File: config.mk
export PLATFORM = sky130hd
export DESIGN_NAME = irq_arbiter
export DESIGN_NICKNAME = d
export VERILOG_FILES = /design/src/rtl/irq_pkg.sv /design/src/rtl/irq_src_cell.sv /design/src/rtl/irq_arbiter.sv
export SDC_FILE = /design/constraint.sdc
export NUM_CORES = 1
export LEC_CHECK = 0
export ABC_AREA = 1
export BUFFER_PORTS_ARGS = -buffer_cell sky130_fd_sc_hd__buf_4
export CAP_MARGIN = 30
export CORE_ASPECT_RATIO = 2
export CORE_MARGIN = 4
export CORE_UTILIZATION = 45
export CTS_CLUSTER_SIZE = 14
export DETAILED_ROUTE_END_ITERATION = 10
export PLACE_DENSITY = 0.69
export SYNTH_ARGS = -nofsm -noshare
export SYNTH_HDL_FRONTEND = slang
export SYNTH_SLANG_ARGS = --single-unit
export TNS_END_PERCENT = 100
File: constraint.sdc
create_clock -name clk_i -period 1.6 [get_ports clk_i]
set_input_delay 0.16 -clock clk_i [delete_from_list [all_inputs] [get_ports clk_i]]
set_output_delay 0.16 -clock clk_i [all_outputs]
set_load 0.02 [all_outputs]
File: src/rtl/irq_pkg.sv
// Shared types and helpers for the external-interrupt arbiter.
package irq_pkg;

    // Largest supported number of interrupt sources.
    localparam int MAX_SRC = 31;

    // Claim-tracking FSM states.
    typedef enum logic [1:0] {
        IDLE    = 2'd0,
        REQ     = 2'd1,
        SERVICE = 2'd2
    } irq_state_t;

    // Claim ID width: IDs run 1..n with 0 reserved for "none".
    function automatic int irq_id_w(input int n);
        return $clog2(n + 1);
    endfunction

endpackage

File: src/rtl/irq_src_cell.sv
// Per-source front end: synchroniser, delay flop, rising-edge detect and
// the pending flop. Edge-mode pending is sticky until the top clears it on
// acknowledge; level-mode pending simply follows the synchronised line.
module irq_src_cell
    import irq_pkg::*;
#(
    parameter int SYNC_STAGES = 2
) (
    input  logic clk_i,
    input  logic reset_i,
    input  logic src,
    input  logic edge_mode,
    input  logic clr,
    output logic pend
);

    logic s_s;
    logic s_d_r;
    logic rise_s;
    logic pend_r;

    generate
        if (SYNC_STAGES == 0) begin : g_nosync
            assign s_s = src;
        end else begin : g_sync
            logic [SYNC_STAGES-1:0] sync_r;

            // Shift the raw line through the synchroniser chain.
            always_ff @(posedge clk_i) begin
                if (reset_i) begin
                    sync_r <= '0;
                end else begin
                    for (int j = SYNC_STAGES - 1; j > 0; j--) begin
                        sync_r[j] <= sync_r[j-1];
                    end
                    sync_r[0] <= src;
                end
            end

            assign s_s = sync_r[SYNC_STAGES-1];
        end
    endgenerate

    // One-cycle delayed copy of the synchronised line for edge detection.
    always_ff @(posedge clk_i) begin
        if (reset_i) begin
            s_d_r <= 1'b0;
        end else begin
            s_d_r <= s_s;
        end
    end

    assign rise_s = s_s & ~s_d_r;

    // Pending flop: a new edge beats a simultaneous clear so it is not lost.
    always_ff @(posedge clk_i) begin
        if (reset_i) begin
            pend_r <= 1'b0;
        end else if (edge_mode) begin
            if (rise_s) begin
                pend_r <= 1'b1;
            end else if (clr) begin
                pend_r <= 1'b0;
            end else begin
                pend_r <= pend_r;
            end
        end else begin
            pend_r <= s_s;
        end
    end

    assign pend = pend_r;

endmodule

File: src/rtl/irq_arbiter.sv
// Multi-source external-interrupt arbiter. Latches requests per source,
// picks the lowest-index enabled pending source, presents it to the core
// as meip_o/claim_id_o and tracks the claim through ack and end-of-interrupt.
module irq_arbiter
    import irq_pkg::*;
#(
    parameter int NUM_SRC     = 8,
    parameter int SYNC_STAGES = 2,
    parameter int ID_W        = irq_id_w(NUM_SRC)
) (
    input  logic               clk_i,
    input  logic               reset_i,
    input  logic [NUM_SRC-1:0] src_i,
    input  logic [NUM_SRC-1:0] enable_i,
    input  logic [NUM_SRC-1:0] edge_mode_i,
    output logic               meip_o,
    output logic [ID_W-1:0]    claim_id_o,
    input  logic               irq_ack_i,
    input  logic               eoi_i,
    output logic [NUM_SRC-1:0] pending_o
);

    irq_state_t        state_r;
    irq_state_t        state_nxt_s;
    logic              meip_r;
    logic              meip_nxt_s;
    logic [ID_W-1:0]   claim_id_r;
    logic [ID_W-1:0]   claim_id_nxt_s;

    logic [NUM_SRC-1:0] pend_s;
    logic [NUM_SRC-1:0] clr_s;
    logic [NUM_SRC-1:0] insvc_mask_s;
    logic [NUM_SRC-1:0] elig_s;
    logic [ID_W-1:0]    winner_id_s;

    // Per-source front ends.
    generate
        for (genvar g = 0; g < NUM_SRC; g++) begin : g_src
            irq_src_cell #(
                .SYNC_STAGES (SYNC_STAGES)
            ) u_cell (
                .clk_i     (clk_i),
                .reset_i   (reset_i),
                .src       (src_i[g]),
                .edge_mode (edge_mode_i[g]),
                .clr       (clr_s[g]),
                .pend      (pend_s[g])
            );
        end
    endgenerate

    // Decode the current claim into an ack-clear strobe and in-service mask.
    always_comb begin
        clr_s        = '0;
        insvc_mask_s = '0;
        for (int i = 0; i < NUM_SRC; i++) begin
            clr_s[i]        = (state_r == REQ) & irq_ack_i &
                              (claim_id_r == ID_W'(i + 1));
            insvc_mask_s[i] = (state_r == SERVICE) &
                              (claim_id_r == ID_W'(i + 1));
        end
    end

    assign elig_s = pend_s & enable_i & ~insvc_mask_s;

    // Fixed-priority encoder: scanning downwards leaves the lowest index.
    always_comb begin
        winner_id_s = '0;
        for (int i = NUM_SRC - 1; i >= 0; i--) begin
            winner_id_s = elig_s[i] ? ID_W'(i + 1) : winner_id_s;
        end
    end

    // Claim FSM next-state and registered-output values. Once raised, the
    // claim is frozen until ack even if a better source shows up.
    always_comb begin
        state_nxt_s    = state_r;
        meip_nxt_s     = meip_r;
        claim_id_nxt_s = claim_id_r;
        case (state_r)
            IDLE: begin
                if (|elig_s) begin
                    claim_id_nxt_s = winner_id_s;
                    meip_nxt_s     = 1'b1;
                    state_nxt_s    = REQ;
                end else begin
                    claim_id_nxt_s = '0;
                    meip_nxt_s     = 1'b0;
                end
            end
            REQ: begin
                if (irq_ack_i) begin
                    meip_nxt_s  = 1'b0;
                    state_nxt_s = SERVICE;
                end else begin
                    meip_nxt_s  = 1'b1;
                end
            end
            SERVICE: begin
                if (eoi_i) begin
                    claim_id_nxt_s = '0;
                    state_nxt_s    = IDLE;
                end else begin
                    meip_nxt_s     = 1'b0;
                end
            end
            default: begin
                state_nxt_s    = IDLE;
                meip_nxt_s     = 1'b0;
                claim_id_nxt_s = '0;
            end
        endcase
    end

    // State, request and claim registers.
    always_ff @(posedge clk_i) begin
        if (reset_i) begin
            state_r    <= IDLE;
            meip_r     <= 1'b0;
            claim_id_r <= '0;
        end else begin
            state_r    <= state_nxt_s;
            meip_r     <= meip_nxt_s;
            claim_id_r <= claim_id_nxt_s;
        end
    end

    assign meip_o     = meip_r;
    assign claim_id_o = claim_id_r;
    assign pending_o  = pend_s;

endmodule

==> results of run 1 <==
layout by cell type (no fill, tap or decap), drive strengths merged:
| master | count |
|---|---|
| nand2 | 54 |
| buf | 46 |
| nor2 | 46 |
| inv | 40 |
| dfxtp | 39 |
| nand3 | 20 |
| o21ai | 12 |
| clkbuf | 5 |
| a21oi | 3 |
| o21bai | 2 |
| nor4 | 2 |
| clkinv | 2 |
| nand4 | 1 |
| and3 | 1 |
| o22ai | 1 |
| nor3 | 1 |
| bufinv | 1 |
final timing paths:
kind / slack [ns] / cells past startpoint / to
max: 0.10 / 11 / claim_id_o[0]$_SDFFE_PP0P_
max reg2reg: 0.10 / 11 / claim_id_o[0]$_SDFFE_PP0P_
min: 0.07 / 3 / g_src[1].u_cell.g_sync.sync_r[0]$_SDFF_PP0_
min reg2reg: 0.40 / 2 / g_src[7].u_cell.g_sync.sync_r[1]$_SDFF_PP0_
cells in the mapped netlist:
library cell,n
o22ai_1,1
o21ai_0,12
nor2_1,43
dfxtp_1,39
nand2_1,51
nor2_4,2
inv_4,1
a21oi_1,3
clkbuf_1,3
nand4_1,1
inv_2,3
nor4_1,2
o21bai_4,2
nor2_2,1
clkbuf_8,1
nor3_1,1
and3_1,1
nand2_2,3
nand3_1,20
inv_1,36
buf_4,8
power by group through the flow:
stage	clock network [mW]	registers, mW	logic (mW)
floorplan	0	1.07	0.146
global placement	0	1.06	0.254
detailed placement	0	1.06	0.256
CTS	0.832	1.04	0.256
global route	0.879	1.05	0.300
finish	0.810	1.04	0.272
state kept, by name (all words and copies together) (netlist names):
name	flops
state_r	2
meip_o	1
g_src.u_cell.pend	8
g_src.u_cell.g_sync.sync_r	16
claim_id_o	4
g_src.u_cell.s_d_r	8
layer usage:
metal,track usage,up-vias
met5,0,-
met4,0.119,0
met3,0.0382,18
met2,0.294,38
met1,0.164,675
li1,-,787
timing repair:
action	in CTS	in global routing
hold buffers	0	0
gates resized for setup	0	15
setup buffers	0	4
setup endpoints to repair	0	6
metrics by stage:
step                       TNS, ns  area [um^2]  setup slack [ns]  utilization  instances
after floorplan                  0         1670             0.156            -        234
after global placement           0         1970           0.00758        0.545        314
after detailed placement         0         1970            0.0400        0.545        314
after CTS                        0         2080            0.0264        0.576        322
after global routing      -0.00512         2130          -0.00512        0.591        325
final                            0         2130             0.100        0.591        325
cells by family after synthesis:
family | share of synthesized area
AO/OA/AOI/OAI | 0.0713
buffers and inverters | 0.143
flip-flops | 0.468
AND/OR/NAND/NOR | 0.318
worst reg2reg max path: stages, from the launching register on:
cell and delay, ns:
dfxtp_2 0.40, inv_2 0.07, nor2_4 0.16, nand2_2 0.10, o21bai_4 0.19, nand2_1 0.07
nor2_1 0.10, nand2_1 0.07, nand2_2 0.09, nor2_1 0.04, nand2_1 0.07, nand2_1 0.04
cell type report:
| cell class | count | area, um^2 | area share |
|---|---|---|---|
| sequential | 39 | 790 | 0.370 |
| clock buffer | 5 | 68.8 | 0.0323 |
| clock inverter | 3 | 43.8 | 0.0205 |
| multi-input combinational | 143 | 667 | 0.313 |
| timing repair buffer | 46 | 349 | 0.164 |
| inverter | 40 | 153 | 0.0716 |
| tap | 49 | 61.3 | 0.0288 |
==> metrics.csv, run 1 <==
metric;value;unit
clk sinks;39;
Max Freq;667;MHz
CP Class;reg -> reg;
Worst Tran Pin Value;0.393;ns
post-synthesis cell count;234;
Critical R2R Launch;claim_id_o[2]$_SDFFE_PP0P_;
final setup violation count;0;
CTS tree;done;
most frequent CP cell;nand2_1;
final hold violations;0;
share of layout cells above drive strength 1;0.279;
clock power share;0.381;
DIE AREA;4800;um^2
Area Growth Syn to Fin;27.8;%
Ys Warns;0;
fin crit share;0.937;
vias in the first global route;1405;
critical path data arrival time;1.69;ns
Leak Pwr;1.01;nW
minimum clock period;1.50;ns
Initial Utilization;0.462;
cts bufs inserted;5;
post-synth top area cell;dfxtp_1;
post-detail-place hpwl;2870;um
Seq pwr share;0.491;
Die Height;94.1;um
Max Cap Violations;0;
H-tree lvl count;2;
Mean Syn Cell Area;7.13;um^2
Total GRT Usage;0.167;
Worst-Skew Late Latency;0.29;ns
sw frac;0.247;
Yosys reg bits;39;
max_slew headroom;0.738;
Detail Route met3 WL;157;um
clk root buf;clkbuf_8;
Crit path max-delay family;simple AND/OR/NAND/NOR gates;
Internal Pwr Total;1.60;mW
P per Cell Area;996;nW/um^2
DRC Markers;0;
Pre-Repair DR Iteration Count;4;
first-pass GRT wire length;5980;um
total gr overflow;0;
CP max stage delay;0.40;ns
GP Congestion;0.977;
Fillers;353;
final max-slew violation count;0;
CP Launch Point;claim_id_o[2]$_SDFFE_PP0P_;
Synth cell types;21;
sequential share of the synthesized area;0.468;
fin nets;303;
initial antenna violation count;0;
hold wc startpoint;src_i[1];
worst-case clock buffer depth;2;
Min Hold Slack;0.0668;ns
Port Buf Inserts;40;
# rows;31;
combinational share of power;0.128;
vias;1518;
largest net degree at the start of global routing;30;
Final ANT Viol Nets;0;
area of the mapped netlist;1670;um^2
top-area cell type share of the netlist area;0.468;
Ports;41;
top layer in use;met4;
status;finished clean;
met1 wire length;1430;um
clock skew;0.00900;ns
ant diodes;0;
WL per Instance;11.5;um
Critical Path, Cell by Cell;inv_2, nor2_4, nand2_2, o21bai_4, nand2_1, nor2_1, nand2_1, nand2_2, nor2_1, nand2_1, nand2_1;
Startpoint Class;flip-flop;
total power;2.12;mW
CP required;1.79;ns
P_sw;525;uW
top cells by area, synth;dfxtp_1 47%, nand2_1 11%, nor2_1 9.7%;
drt via density;4.67;
clock slew at reported path FFs;0.08;ns
HP Class;in -> reg;
WL final;3730;um
Crit. End Element;flip-flop;
Die Wd;51.1;um
worst vdd ir;916;uV
largest fanout on the critical path;6;
CORE AREA;3610;um^2
wire length on met2;1970;um
initial drt markers;25;
CP max stage cell;dfxtp_2;
Mapped Nets;262;
Buffers & Inverters on Critical Path;1;
(Power assumes the default switching activity.)
==> run 2, diff against run 1 <==
--- a/config.mk
+++ b/config.mk
@@ -10,10 +10,10 @@
 export CAP_MARGIN = 30
 export CORE_ASPECT_RATIO = 2
 export CORE_MARGIN = 4
-export CORE_UTILIZATION = 45
+export CORE_UTILIZATION = 30
+export CTS_BUF_LIST = sky130_fd_sc_hd__clkbuf_8
 export CTS_CLUSTER_SIZE = 14
 export DETAILED_ROUTE_END_ITERATION = 10
-export PLACE_DENSITY = 0.69
 export SYNTH_ARGS = -nofsm -noshare
 export SYNTH_HDL_FRONTEND = slang
 export SYNTH_SLANG_ARGS = --single-unit
==> metrics.csv, run 2 (synthesis gave the netlist of run 1 again) <==
metric;value;unit
status;finished clean;
CP required;1.78;ns
total gr overflow;0;
# rows;38;
Worst Tran Pin Value;0.371;ns
WL per Instance;11.6;um
fin crit share;0.928;
DRC Markers;0;
post-detail-place hpwl;3100;um
Initial Utilization;0.308;
worst-case clock buffer depth;2;
Max Cap Violations;0;
Fillers;621;
wire length on met2;2190;um
Buffers & Inverters on Critical Path;1;
largest reg by FF count;g_src.u_cell.g_sync.sync_r;
Pre-Repair DR Iteration Count;4;
drt via density;4.43;
HP Class;in -> reg;
sw frac;0.240;
minimum clock period;1.49;ns
Total GRT Usage;0.125;
initial antenna violation count;0;
Max Freq;673;MHz
H-tree lvl count;2;
Die Height;113;um
Crit. End Element;flip-flop;
final max-slew violation count;0;
critical path data arrival time;1.67;ns
Seq pwr share;0.485;
total power;2.15;mW
CP max stage delay;0.39;ns
clock slew at reported path FFs;0.08;ns
final core occ;0.399;
clock power share;0.391;
Worst-Skew Late Latency;0.28;ns
Area Growth Syn to Fin;29.8;%
top layer in use;met4;
P per Cell Area;991;nW/um^2
clock skew;0.00298;ns
Ports;41;
combinational share of power;0.124;
Crit path max-delay family;simple AND/OR/NAND/NOR gates;
share of layout cells above drive strength 1;0.278;
GP Congestion;0.880;
Leak Pwr;1.02;nW
vias in the first global route;1492;
final setup violation count;0;
Largest register FFs;16;
Port Buf Inserts;40;
clk sinks;39;
Die Wd;60.7;um
Detail Route met3 WL;198;um
CORE AREA;5420;um^2
final hold violations;0;
vias;1492;
WL final;3920;um
largest fanout on the critical path;6;
CP Class;reg -> reg;
first-pass GRT wire length;6470;um
fin nets;304;
CP max stage cell;dfxtp_4;
most frequent cells in the layout;49 x nand2_1, 46 x buf_4, 39 x nor2_1;
Startpoint Class;flip-flop;
worst vdd ir;829;uV
P_sw;515;uW
largest net degree at the start of global routing;30;
ant diodes;0;
CTS tree;done;
most common cell after layout, fill and taps aside;nand2_1;
max_slew headroom;0.752;
initial drt markers;35;
met1 wire length;1370;um
DIE AREA;6890;um^2
Final ANT Viol Nets;0;
Internal Pwr Total;1.63;mW
clk root buf;clkbuf_8;
Critical Path, Cell by Cell;inv_4, nor2_4, nand2_2, o21bai_4, nand2_2, nor2_2, nand2_1, nand2_2, nor2_1, nand2_1, nand2_1;
cts bufs inserted;5;
-- run 2: worst paths after layout --
path | start | end | slack (ns) | depth (start not counted)
max | claim_id_o[2]$_SDFFE_PP0P_ | claim_id_o[0]$_SDFFE_PP0P_ | 0.11 | 11
min | src_i[0] | g_src[0].u_cell.g_sync.sync_r[0]$_SDFF_PP0_ | 0.07 | 3
max reg2reg | claim_id_o[2]$_SDFFE_PP0P_ | claim_id_o[0]$_SDFFE_PP0P_ | 0.11 | 11
min reg2reg | g_src[5].u_cell.g_sync.sync_r[0]$_SDFF_PP0_ | g_src[5].u_cell.g_sync.sync_r[1]$_SDFF_PP0_ | 0.41 | 2
-- run 2: power by group through the flow --
stage	sequential, mW	clock (mW)	combinational [mW]
final	1.04	0.839	0.267
after global routing	1.05	0.901	0.300
after CTS	1.04	0.866	0.262
after detailed placement	1.06	0	0.260
after global placement	1.06	0	0.259
after floorplan	1.07	0	0.146
-- run 2: tightest hold or removal path, stage by stage --
cell,delay [ns]
buf_4,0.07
inv_1,0.03
nor2_1,0.06
-- run 2: metal layers --
layer / global-route usage / up-vias
met5: 0 / -
met4: 0.0695 / 0
met3: 0.0249 / 14
met2: 0.229 / 41
met1: 0.123 / 647
li1: - / 790
-- run 2: stage by stage --
| step | instances | setup slack (ns) | instance area [um^2] | TNS (ns) | hold slack [ns] |
|---|---|---|---|---|---|
| 4_1_cts | 335 | 0.0354 | 2120 | 0 | 0.0639 |
| 3_3_place_gp | 327 | -0.0391 | 2000 | -0.0391 | 0.359 |
| 5_1_grt | 337 | -0.00368 | 2160 | -0.00368 | 0.0831 |
| 3_5_place_dp | 327 | -0.0120 | 2000 | -0.0120 | 0.367 |
| 6_report | 337 | 0.115 | 2160 | 0 | 0.0694 |
| 2_1_floorplan | 234 | 0.156 | 1670 | 0 | 0.267 |
-- run 2: layout make-up --
cell class | instances | area, um^2 | area share
clock buffers | 6 | 82.6 | 0.0382
clock inverters | 2 | 35.0 | 0.0162
inverters | 40 | 155 | 0.0717
multi-input cells | 144 | 676 | 0.312
flip-flops and latches | 39 | 796 | 0.368
well taps | 60 | 75.1 | 0.0347
repair buffers | 46 | 345 | 0.160
-- run 2: repair_timing --
action / 4_1_cts / 5_1_grt
endpoints found under the setup margin: 1 / 6
buffers inserted: 0 / 2
cloned: 0 / 1
hold buffers: 0 / 0
resized for setup: 2 / 14
pin swaps: 0 / 9
==> run 3, diff against run 2 <==
--- a/config.mk
+++ b/config.mk
@@ -10,10 +10,11 @@
 export CAP_MARGIN = 30
 export CORE_ASPECT_RATIO = 2
 export CORE_MARGIN = 4
-export CORE_UTILIZATION = 30
+export CORE_UTILIZATION = 54
 export CTS_BUF_LIST = sky130_fd_sc_hd__clkbuf_8
 export CTS_CLUSTER_SIZE = 14
 export DETAILED_ROUTE_END_ITERATION = 10
+export PLACE_DENSITY = 0.81
 export SYNTH_ARGS = -nofsm -noshare
 export SYNTH_HDL_FRONTEND = slang
 export SYNTH_SLANG_ARGS = --single-unit
==> metrics.csv, run 3 (synthesis gave the netlist of run 1 again) <==
metric;value;unit
status;finished clean;
post-detail-place hpwl;2730;um
most frequent CP cell;nand2_1;
vias in the first global route;1434;
ant diodes;0;
Crit. End Element;flip-flop;
Leak Pwr;1.01;nW
share of layout cells above drive strength 1;0.296;
minimum clock period;1.56;ns
CP max stage cell;dfxtp_2;
drt via density;4.99;
Area Growth Syn to Fin;27.2;%
Reg2Reg Depth;10;
max_slew headroom;0.765;
Worst Tran Pin Value;0.349;ns
Die Wd;47.3;um
Die Height;86.6;um
CTS hold repair buffers;0;
WL final;3620;um
most frequent cells in the layout;48 x nand2_1, 43 x buf_4, 39 x nor2_1;
Final ANT Viol Nets;0;
P per Cell Area;1010;nW/um^2
fin cells;304;
H-tree lvl count;2;
cts bufs inserted;5;
Max Freq;639;MHz
combinational share of power;0.125;
total power;2.15;mW
Port Buf Inserts;40;
largest net degree at the start of global routing;30;
clock power share;0.390;
P_sw;513;uW
worst-case clock buffer depth;2;
critical path data arrival time;1.76;ns
Critical Path, Cell by Cell;nor2_2, nand2_1, o21bai_4, nand2_1, nor2_2, nand2_1, nand2_2, nor2_2, nand2_1, nand2_1;
CP required;1.80;ns
clk root buf;clkbuf_8;
clock skew;0.0151;ns
Worst-Skew Late Latency;0.29;ns
final max-slew violation count;0;
HP Class;in -> reg;
Internal Pwr Total;1.64;mW
final hold violations;0;
CORE AREA;2980;um^2
Critical Path Stages;10;
WL per Instance;11.9;um
Ports;41;
Hold Path Depth;3;
DRC Markers;0;
fin nets;301;
Initial Utilization;0.560;
initial antenna violation count;0;
GP Congestion;0.905;
CP max stage delay;0.38;ns
initial drt markers;42;
Buffers & Inverters on Critical Path;0;
vias;1516;
clk sinks;39;
Pre-Repair DR Iteration Count;4;
Startpoint Class;flip-flop;
Fillers;245;
Largest register FFs;16;
most common cell after layout, fill and taps aside;nand2_1;
largest fanout on the critical path;7;
CP Class;reg -> reg;
worst vdd ir;1040;uV
RSZ-0062 raised after global routing;true;
Max Cap Violations;0;
Crit path max-delay family;simple AND/OR/NAND/NOR gates;
fin crit share;0.978;
DIE AREA;4100;um^2
CTS tree;done;
clock slew at reported path FFs;0.08;ns
Seq pwr share;0.485;
first-pass GRT wire length;6040;um
total gr overflow;0;
# rows;28;
largest reg by FF count;g_src.u_cell.g_sync.sync_r;
placed cells;294;
Total GRT Usage;0.202;
sw frac;0.238;
final setup violation count;0;
-- run 3: per-layer routing --
layer,vias up,wire length [um],GRT usage
met3,15,207,0.0416
met1,668,1340,0.223
met4,0,167,0.116
met2,54,1910,0.335
li1,779,-,-
met5,-,0,0
-- run 3: final timing paths --
| path | startpoint | endpoint | slack, ns |
|---|---|---|---|
| worst min-delay path | src_i[3] | g_src[3].u_cell.g_sync.sync_r[0]$_SDFF_PP0_ | 0.07 |
| worst max register to register | claim_id_o[0]$_SDFFE_PP0P_ | claim_id_o[0]$_SDFFE_PP0P_ | 0.04 |
| worst min register to register | g_src[5].u_cell.g_sync.sync_r[0]$_SDFF_PP0_ | g_src[5].u_cell.g_sync.sync_r[1]$_SDFF_PP0_ | 0.40 |
| worst max-delay path | claim_id_o[0]$_SDFFE_PP0P_ | claim_id_o[0]$_SDFFE_PP0P_ | 0.04 |
-- run 3: area by class of cell --
| type | count | area [um^2] | share of cell area |
|---|---|---|---|
| timing repair buffer | 44 | 334 | 0.158 |
| clock inverter | 2 | 35.0 | 0.0165 |
| clock buffer | 6 | 82.6 | 0.0389 |
| sequential | 39 | 787 | 0.371 |
| tap | 30 | 37.5 | 0.0177 |
| inverter | 40 | 153 | 0.0720 |
| multi-input combinational | 143 | 692 | 0.326 |
-- run 3: worst min-delay path, cell delays in order --
cell	delay [ns]
buf_4	0.07
inv_1	0.03
nor2_1	0.06
-- run 3: what timing repair did --
action,in CTS,in global routing
setup endpoints to repair,0,5
gates resized for setup,0,18
setup buffers,0,2
-- run 3: power groups by stage --
| stage | Sequential [mW] | Clock (mW) | Combinational (mW) |
|---|---|---|---|
| after floorplan | 1.07 | 0 | 0.146 |
| after global placement | 1.06 | 0 | 0.249 |
| after detailed placement | 1.06 | 0 | 0.251 |
| after CTS | 1.04 | 0.855 | 0.253 |
| after global routing | 1.05 | 0.898 | 0.300 |
| final | 1.04 | 0.838 | 0.269 |
-- run 3: through the flow --
stage / TNS [ns] / setup slack (ns) / hold WS (ns) / utilization / area, um^2
after detailed placement: 0 / 0.0255 / 0.368 / 0.650 / 1940
final: 0 / 0.0360 / 0.0729 / 0.712 / 2120
after CTS: 0 / 0.0175 / 0.0671 / 0.689 / 2050
after floorplan: 0 / 0.156 / 0.267 / - / 1670
after global placement: 0 / 0.0195 / 0.358 / 0.650 / 1940
after global routing: -0.109 / -0.0639 / 0.0870 / 0.712 / 2120
